[config.mk]
export PLATFORM = sky130hd
export DESIGN_NAME = mar_seq
export DESIGN_NICKNAME = d
export VERILOG_FILES = /design/src/rtl/sap1_pkg.sv /design/src/rtl/addr_counter.sv /design/src/rtl/mar_seq.sv
export SDC_FILE = /design/constraint.sdc
export NUM_CORES = 1
export LEC_CHECK = 0
export BUFFER_PORTS_ARGS = -buffer_cell sky130_fd_sc_hd__clkbuf_2
export CAP_MARGIN = 20
export CORE_MARGIN = 3
export CORE_UTILIZATION = 50
export CTS_CLUSTER_DIAMETER = 200
export DETAILED_ROUTE_END_ITERATION = 10
export PLACE_DENSITY = 0.76
export SLEW_MARGIN = 20
export SYNTH_ARGS = -nofsm -noshare
export SYNTH_HDL_FRONTEND = slang
export SYNTH_HIERARCHICAL = 1
export SYNTH_SLANG_ARGS = --single-unit
[constraint.sdc]
create_clock -name CLK -period 2.7 [get_ports CLK]
set_input_delay 0.54 -clock CLK [delete_from_list [all_inputs] [get_ports CLK]]
set_output_delay 0.54 -clock CLK [all_outputs]
set_load 0.02 [all_outputs]
[src/rtl/sap1_pkg.sv]
// sap1_pkg: shared types for the SAP-1 derived blocks.
package sap1_pkg;
   typedef enum logic [1:0] {
      PROG    = 2'd0,
      TO_RUN  = 2'd1,
      RUN     = 2'd2,
      TO_PROG = 2'd3
   } mar_state_t;
endpackage

[src/rtl/addr_counter.sv]
// addr_counter: loadable wrapping up-counter with a one-cycle wrap pulse.
module addr_counter #(
   parameter int AW = 4
) (
   input  logic          clk_i,
   input  logic          clr_i,
   input  logic          ld_i,
   input  logic          inc_i,
   input  logic [AW-1:0] d_i,
   output logic [AW-1:0] q_o,
   output logic          wrap_o
);
   logic [AW-1:0] cnt_q;
   logic          wrap_q;
   always_ff @(posedge clk_i) begin
      if (clr_i) begin
         cnt_q  <= '0;
         wrap_q <= 1'b0;
      end else begin
         cnt_q  <= ld_i ? d_i : inc_i ? cnt_q + 1'b1 : cnt_q;
         wrap_q <= inc_i && !ld_i && (&cnt_q);
      end
   end
   assign q_o    = cnt_q;
   assign wrap_o = wrap_q;
endmodule

[src/rtl/mar_seq.sv]
// mar_seq: memory address register with programming/run modes and a settle
// cycle on every mode change so the RAM address never glitches.
module mar_seq
   import sap1_pkg::*;
#(
   parameter int AW      = 4,
   parameter int AUTO_EN = 1
) (
   input  logic          CLK,
   input  logic          CLR,
   input  logic          SELECT,
   input  logic          Lm,
   input  logic [AW-1:0] D,
   input  logic [AW-1:0] A,
   input  logic          AUTO,
   input  logic          STEP,
   input  logic          PLOAD,
   output logic [AW-1:0] Out,
   output logic          VALID,
   output logic          WRAP
);
   mar_state_t    state_q, state_d;
   logic [AW-1:0] q_q, h_q, p;
   logic          valid_q, wrap, in_prog, in_run, use_p;
   assign in_prog = state_q == PROG;
   assign in_run  = state_q == RUN;
   assign use_p   = (AUTO_EN != 0) && AUTO;
   // Both settle states resolve on SELECT alone: either commit or abort.
   always_comb begin
      state_d = in_prog ? (SELECT ? TO_RUN : PROG) :
                in_run  ? (SELECT ? RUN : TO_PROG) :
                          (SELECT ? RUN : PROG);
   end
   assign Out = in_prog ? (use_p ? p : A) : in_run ? q_q : h_q;
   always_ff @(posedge CLK) begin
      if (CLR) begin
         state_q <= PROG;
         q_q     <= '0;
         h_q     <= '0;
         valid_q <= 1'b1;
      end else begin
         state_q <= state_d;
         valid_q <= (state_d == PROG) || (state_d == RUN);
         if (in_run && Lm) q_q <= D;
         if (in_prog || in_run) h_q <= Out;
      end
   end
   generate
      if (AUTO_EN != 0) begin : g_ptr
         addr_counter #(.AW(AW)) u_ptr (
            .clk_i  (CLK),
            .clr_i  (CLR),
            .ld_i   (in_prog && PLOAD),
            .inc_i  (in_prog && STEP),
            .d_i    (A),
            .q_o    (p),
            .wrap_o (wrap)
         );
      end else begin : g_noptr
         assign p    = '0;
         assign wrap = 1'b0;
      end
   endgenerate
   assign VALID = valid_q;
   assign WRAP  = wrap;
endmodule

Word level (Yosys, flattened, before mapping):

Cells that the tools add are included.

* register bits after elaboration: 16
* input bits: 15
* output and inout port bits: 6
* logic and storage cells: 31

* add/subtract/negate cells: 1
* eq/ne operators: 2
* multiplexer cells: 10
* reductions and logical operators: 12

Operators with widths (number)
* $mux 4: 5
* $mux 2: 3
* $logic_and 1x1->1: 5
* $add 4x1->4 const B: 1
* $eq 2x2->1 const B: 2
* $logic_not 2->1: 2
* $reduce_and 4->1: 1
* $logic_or 1x1->1: 2
* $mux 1: 2
* $reduce_bool 2->1: 1
* $logic_not 1->1: 1

Logic depth before layout (Yosys ltp):

* depth in word-level cells: 5
* depth in mapped cells: 6
* mapped depth without buffers: 5

Cells and area by module:

The synthesis kept the hierarchy.

By module, submodules not included
* mar_seq: instances 1, cells each 57, area an instance 600.6 µm², seq. area each 220.2 µm²
* addr_counter: instances 1, cells each 26, area an instance 239.0 µm², seq. area each 100.1 µm²

Worst setup path before layout:

OpenSTA, ideal clock, no wires.

* path type: input port to output port
* start: in AUTO
* end: out Out[0]
* arrival time: 1.377 ns
* data required time: 2.160 ns
* slack: 0.783 ns
* cell stages on the path: 3
* cell sequence: buf_6 > mux2i_1 > a211oi_1

* cells in the longest elaborated chain, start to end: 2

Ends and longest elaborated chain
* from (decl): RTL line mar_seq.sv:15 `input logic AUTO,`
* $mux 4 (2 in a row): RTL line mar_seq.sv:34 `assign Out = in_prog ? (use_p ? p : A) : in_run ? q_q : h_q;`
* to (decl): RTL line mar_seq.sv:18 `output logic [AW-1:0] Out,`

Every way passes these cells.

Final worst setup path:

* start: reg state_q[0]
* end: out Out[3]

* cells in the longest elaborated chain, start to end: 3

Ends and longest elaborated chain
* from (decl): RTL line mar_seq.sv:22 `mar_state_t state_q, state_d;`
* from (signal assigned): RTL line mar_seq.sv:42 `state_q <= state_d;`
* $eq 2x2->1: RTL line mar_seq.sv:26 `assign in_run = state_q == RUN;`
* $mux 4: RTL line mar_seq.sv:34
* $mux 4 *: RTL line mar_seq.sv:34

Mark *: on every way between the ends. The rest lies on a longest branch, timed or not.

==> run_results.csv <==
group,metric,value,unit
setup_path,crit_required,2160,ps
place,placed_cell_area,911,um2
global_routing,grt_pass1_wl,2.51,mm
setup_path,critical_path.top_delay_family,"flip-flops",
final_layout,final_core_density,61.4,%
clock_network,post_cts_setup_buffers,0,
die,fp.coreArea,1540,um2
hold_path,hp-class,"register to register",
route,detail_route.first_pass.iterations,3,
timing,timing.final.setup_violations,0,
place,place.port_buffers,20,
setup_path,worstPathArrival,1570,ps
timing,slew_headroom,68.3,%
final_layout,numnets_final,118,
clock_network,cts_root_buffer,"sky130_fd_sc_hd__clkbuf_4",
die,fp.dieArea,2210,um2
setup_path,critical-path-slowest-cell,"sky130_fd_sc_hd__dfxtp_1",
die,ioPinCount,21,
clock_network,clock_transition_at_path_regs,90,ps
die,die_x,47.0,um
route,drt-met1-wl,685,um
die,die_height,47.0,um
timing,worst_setup_slack_final,590,ps
clock_network,clock_tree.htree_level_count,1,
power_and_ir_drop,leakagePower,0.399,nW
route,wl_met3,69,um
final_layout,number_of_inserted_diodes,0,
timing,max_freq,474,MHz
timing,final_max_slew_viol_count,0,
yosys,mappedNetlistNets,99,
die,floorplan.initialDensity,54.5,%
route,detail_route.iter0.violations,7,
route,route.detailed.wl_per_inst,13.1,um
place,numPlacedInstances,113,
yosys,synth_top_cells_by_area,"sky130_fd_sc_hd__dfxtp_1, sky130_fd_sc_hd__mux2i_1, sky130_fd_sc_hd__a2111oi_2, sky130_fd_sc_hd__nand2b_1, sky130_fd_sc_hd__buf_6",
run_status,run_status,"complete, no violations",
final_layout,layout-area-overhead-vs-synth,12.8,%
timing,period_share,78.1,%
route,postRouteAntennaNets,0,
final_layout,layout.cells.most_common,"sky130_fd_sc_hd__clkbuf_2",
setup_path,setup_crit_path_kind,"register to output port",
route,post-route-drc-count,0,
final_layout,layout.filler_cells,140,
route,avgViaCountPerCell,5.56,
place,detailed_place_hpwl,1.14,mm
yosys,syn_area,840,um2
timing,timing.hold.ws,471,ps
clock_network,tritoncts,"done",
place,place_congestion,0.725,
timing,fin_setup_tns,0,ps
job,max_cap_violations,0,
clock_network,clkLatencyLatePin,280,ps
clock_network,cts_hold_buffers,0,
place,pre_cts_ws,836,ps
clock_network,gates_resized_cts_repair,0,
setup_path,timing.critical_path.cells,"nor2_2 > a211oi_1 > clkbuf_2",
yosys,netlist.top_cell.by_area,"sky130_fd_sc_hd__dfxtp_1",
power_and_ir_drop,power_density,585,nW/um2
final_layout,layoutNonFillerInstCount,117,
clock_network,clock_buffers_created_by_tritoncts,3,
yosys,seq_area_frac_synth,38.2,%
yosys,netlist_instances,83,
global_routing,antenna_violations_before_repair,0,
yosys,synth_enable_flop_cells,0,
yosys,synth.ff_latch_count,16,
clock_network,cts_buffer_depth,2,
clock_network,cts_sinks,16,
yosys,synth_largest_type_area_fraction,38.2,%
power_and_ir_drop,post-layout-total-power,554,uW
final_layout,final_cell_area,947,um2
route,route.top_layer_used,"met4",
setup_path,critPathBufInv,1,
yosys,ys_async_sr_fraction,0,%
final_layout,most-common-layout-cells,"sky130_fd_sc_hd__clkbuf_2, sky130_fd_sc_hd__dfxtp_1, sky130_fd_sc_hd__mux2i_1, sky130_fd_sc_hd__nand2b_1",
global_routing,grt_start_max_net_pins,21,
global_routing,grt.total_usage,16.4,%
final_layout,final_layout_size_suffix_gt1_share,28.7,%
yosys,warnings_from_yosys,6,
yosys,ys_dominant_reg_cell,"sky130_fd_sc_hd__dfxtp_1",
yosys,netlist-cell-type-count,25,
route,final_wl,1.53,mm
setup_path,timing.critical_path.to_type,"output port",
global_routing,globalRoute.totalOverflow,0,
die,floorplan.rows,14,
setup_path,crit_path_max_incr_delay,580,ps
power_and_ir_drop,vdd_drop_max,0.335,mV
timing,worst-slew-pin-transition,475,ps
route,number_of_vias_after_detailed_routing,650,
yosys,synth_area_per_cell,10.1,um2
route,wl_met2,750,um
timing,finalCriticalPeriod,2110,ps
timing,final_hold_viol_count,0,
global_routing,first_global_vias,579,
setup_path,worst-r2r-setup-slack,860,ps
setup_path,setup.worst_path.start_class,"register",
timing,grt_setup_unrepaired,"false",
timing,timing.clock.skew,3.79,ps
setup_path,crit_fanout,13,
where the power goes:
part           internal [mW]  switching [mW]  leakage (nW)  total, mW
sequential             0.255          0.0164         0.131      0.271
clock                 0.0821          0.0748        0.0210      0.157
combinational         0.0569          0.0691         0.247      0.126
worst paths after layout:
path	end	depth (start not counted)	start
setup / recovery	Out[3]	3	state_q[0]$_SDFF_PP0_
hold / removal	g_ptr.u_ptr/wrap_o$_SDFF_PP0_	2	g_ptr.u_ptr/q_o[3]$_SDFFE_PP0P_
setup reg to reg	g_ptr.u_ptr/q_o[1]$_SDFFE_PP0P_	5	state_q[0]$_SDFF_PP0_
hold reg to reg	g_ptr.u_ptr/wrap_o$_SDFF_PP0_	2	g_ptr.u_ptr/q_o[3]$_SDFFE_PP0P_
synthesized netlist by cell type (all sizes together) (2+ instances only):
master / n
a211oi: 4
a2111oi: 4
o21a: 2
xnor2: 3
nor3b: 4
and2: 2
buf: 6
mux2i: 11
nor2: 4
a21oi: 2
nand2: 3
nor2b: 4
nand2b: 8
inv: 2
dfxtp: 16
per-layer routing:
metal	GRT usage [%]	vias up
li1	-	328
met2	26.8	12
met4	8.29	0
met3	4.60	4
met5	0	-
met1	19.5	306
registers in the layout, summed over array words and instances (netlist names):
name and count:
g_ptr.u_ptr/q_o 4, h_q 4, q_q 4, state_q 2, VALID 1, g_ptr.u_ptr/wrap_o 1
layout make-up:
cell class	count	area, um2	area share, %
Multi-Input combinational cell	59	463	48.9
Sequential cell	16	320	33.8
Timing Repair Buffer	20	100	10.6
Clock buffer	4	36.3	3.83
Tap cell	16	20.0	2.11
Inverter	2	7.51	0.793
kinds of logic after synthesis:
family / count (synthesis) / synth area share (%)
AO/OA/AOI/OAI: 12 / 13.7
XOR/XNOR: 4 / 4.17
adder cells (fa/ha/maj): 1 / 1.49
buffers and inverters: 8 / 6.71
flip-flops: 16 / 38.2
multiplexers: 12 / 14.5
AND/OR/NAND/NOR: 30 / 21.3
worst reg2reg max path, cell delays in order (launching register included):
cell                      delay [ps]
sky130_fd_sc_hd__dfxtp_1         440
sky130_fd_sc_hd__nor2_2          430
sky130_fd_sc_hd__and2_1          320
sky130_fd_sc_hd__mux2_1          340
sky130_fd_sc_hd__mux2i_1         130
sky130_fd_sc_hd__nor2_1           60
No activity file was read; power rests on OpenSTA's default activity.
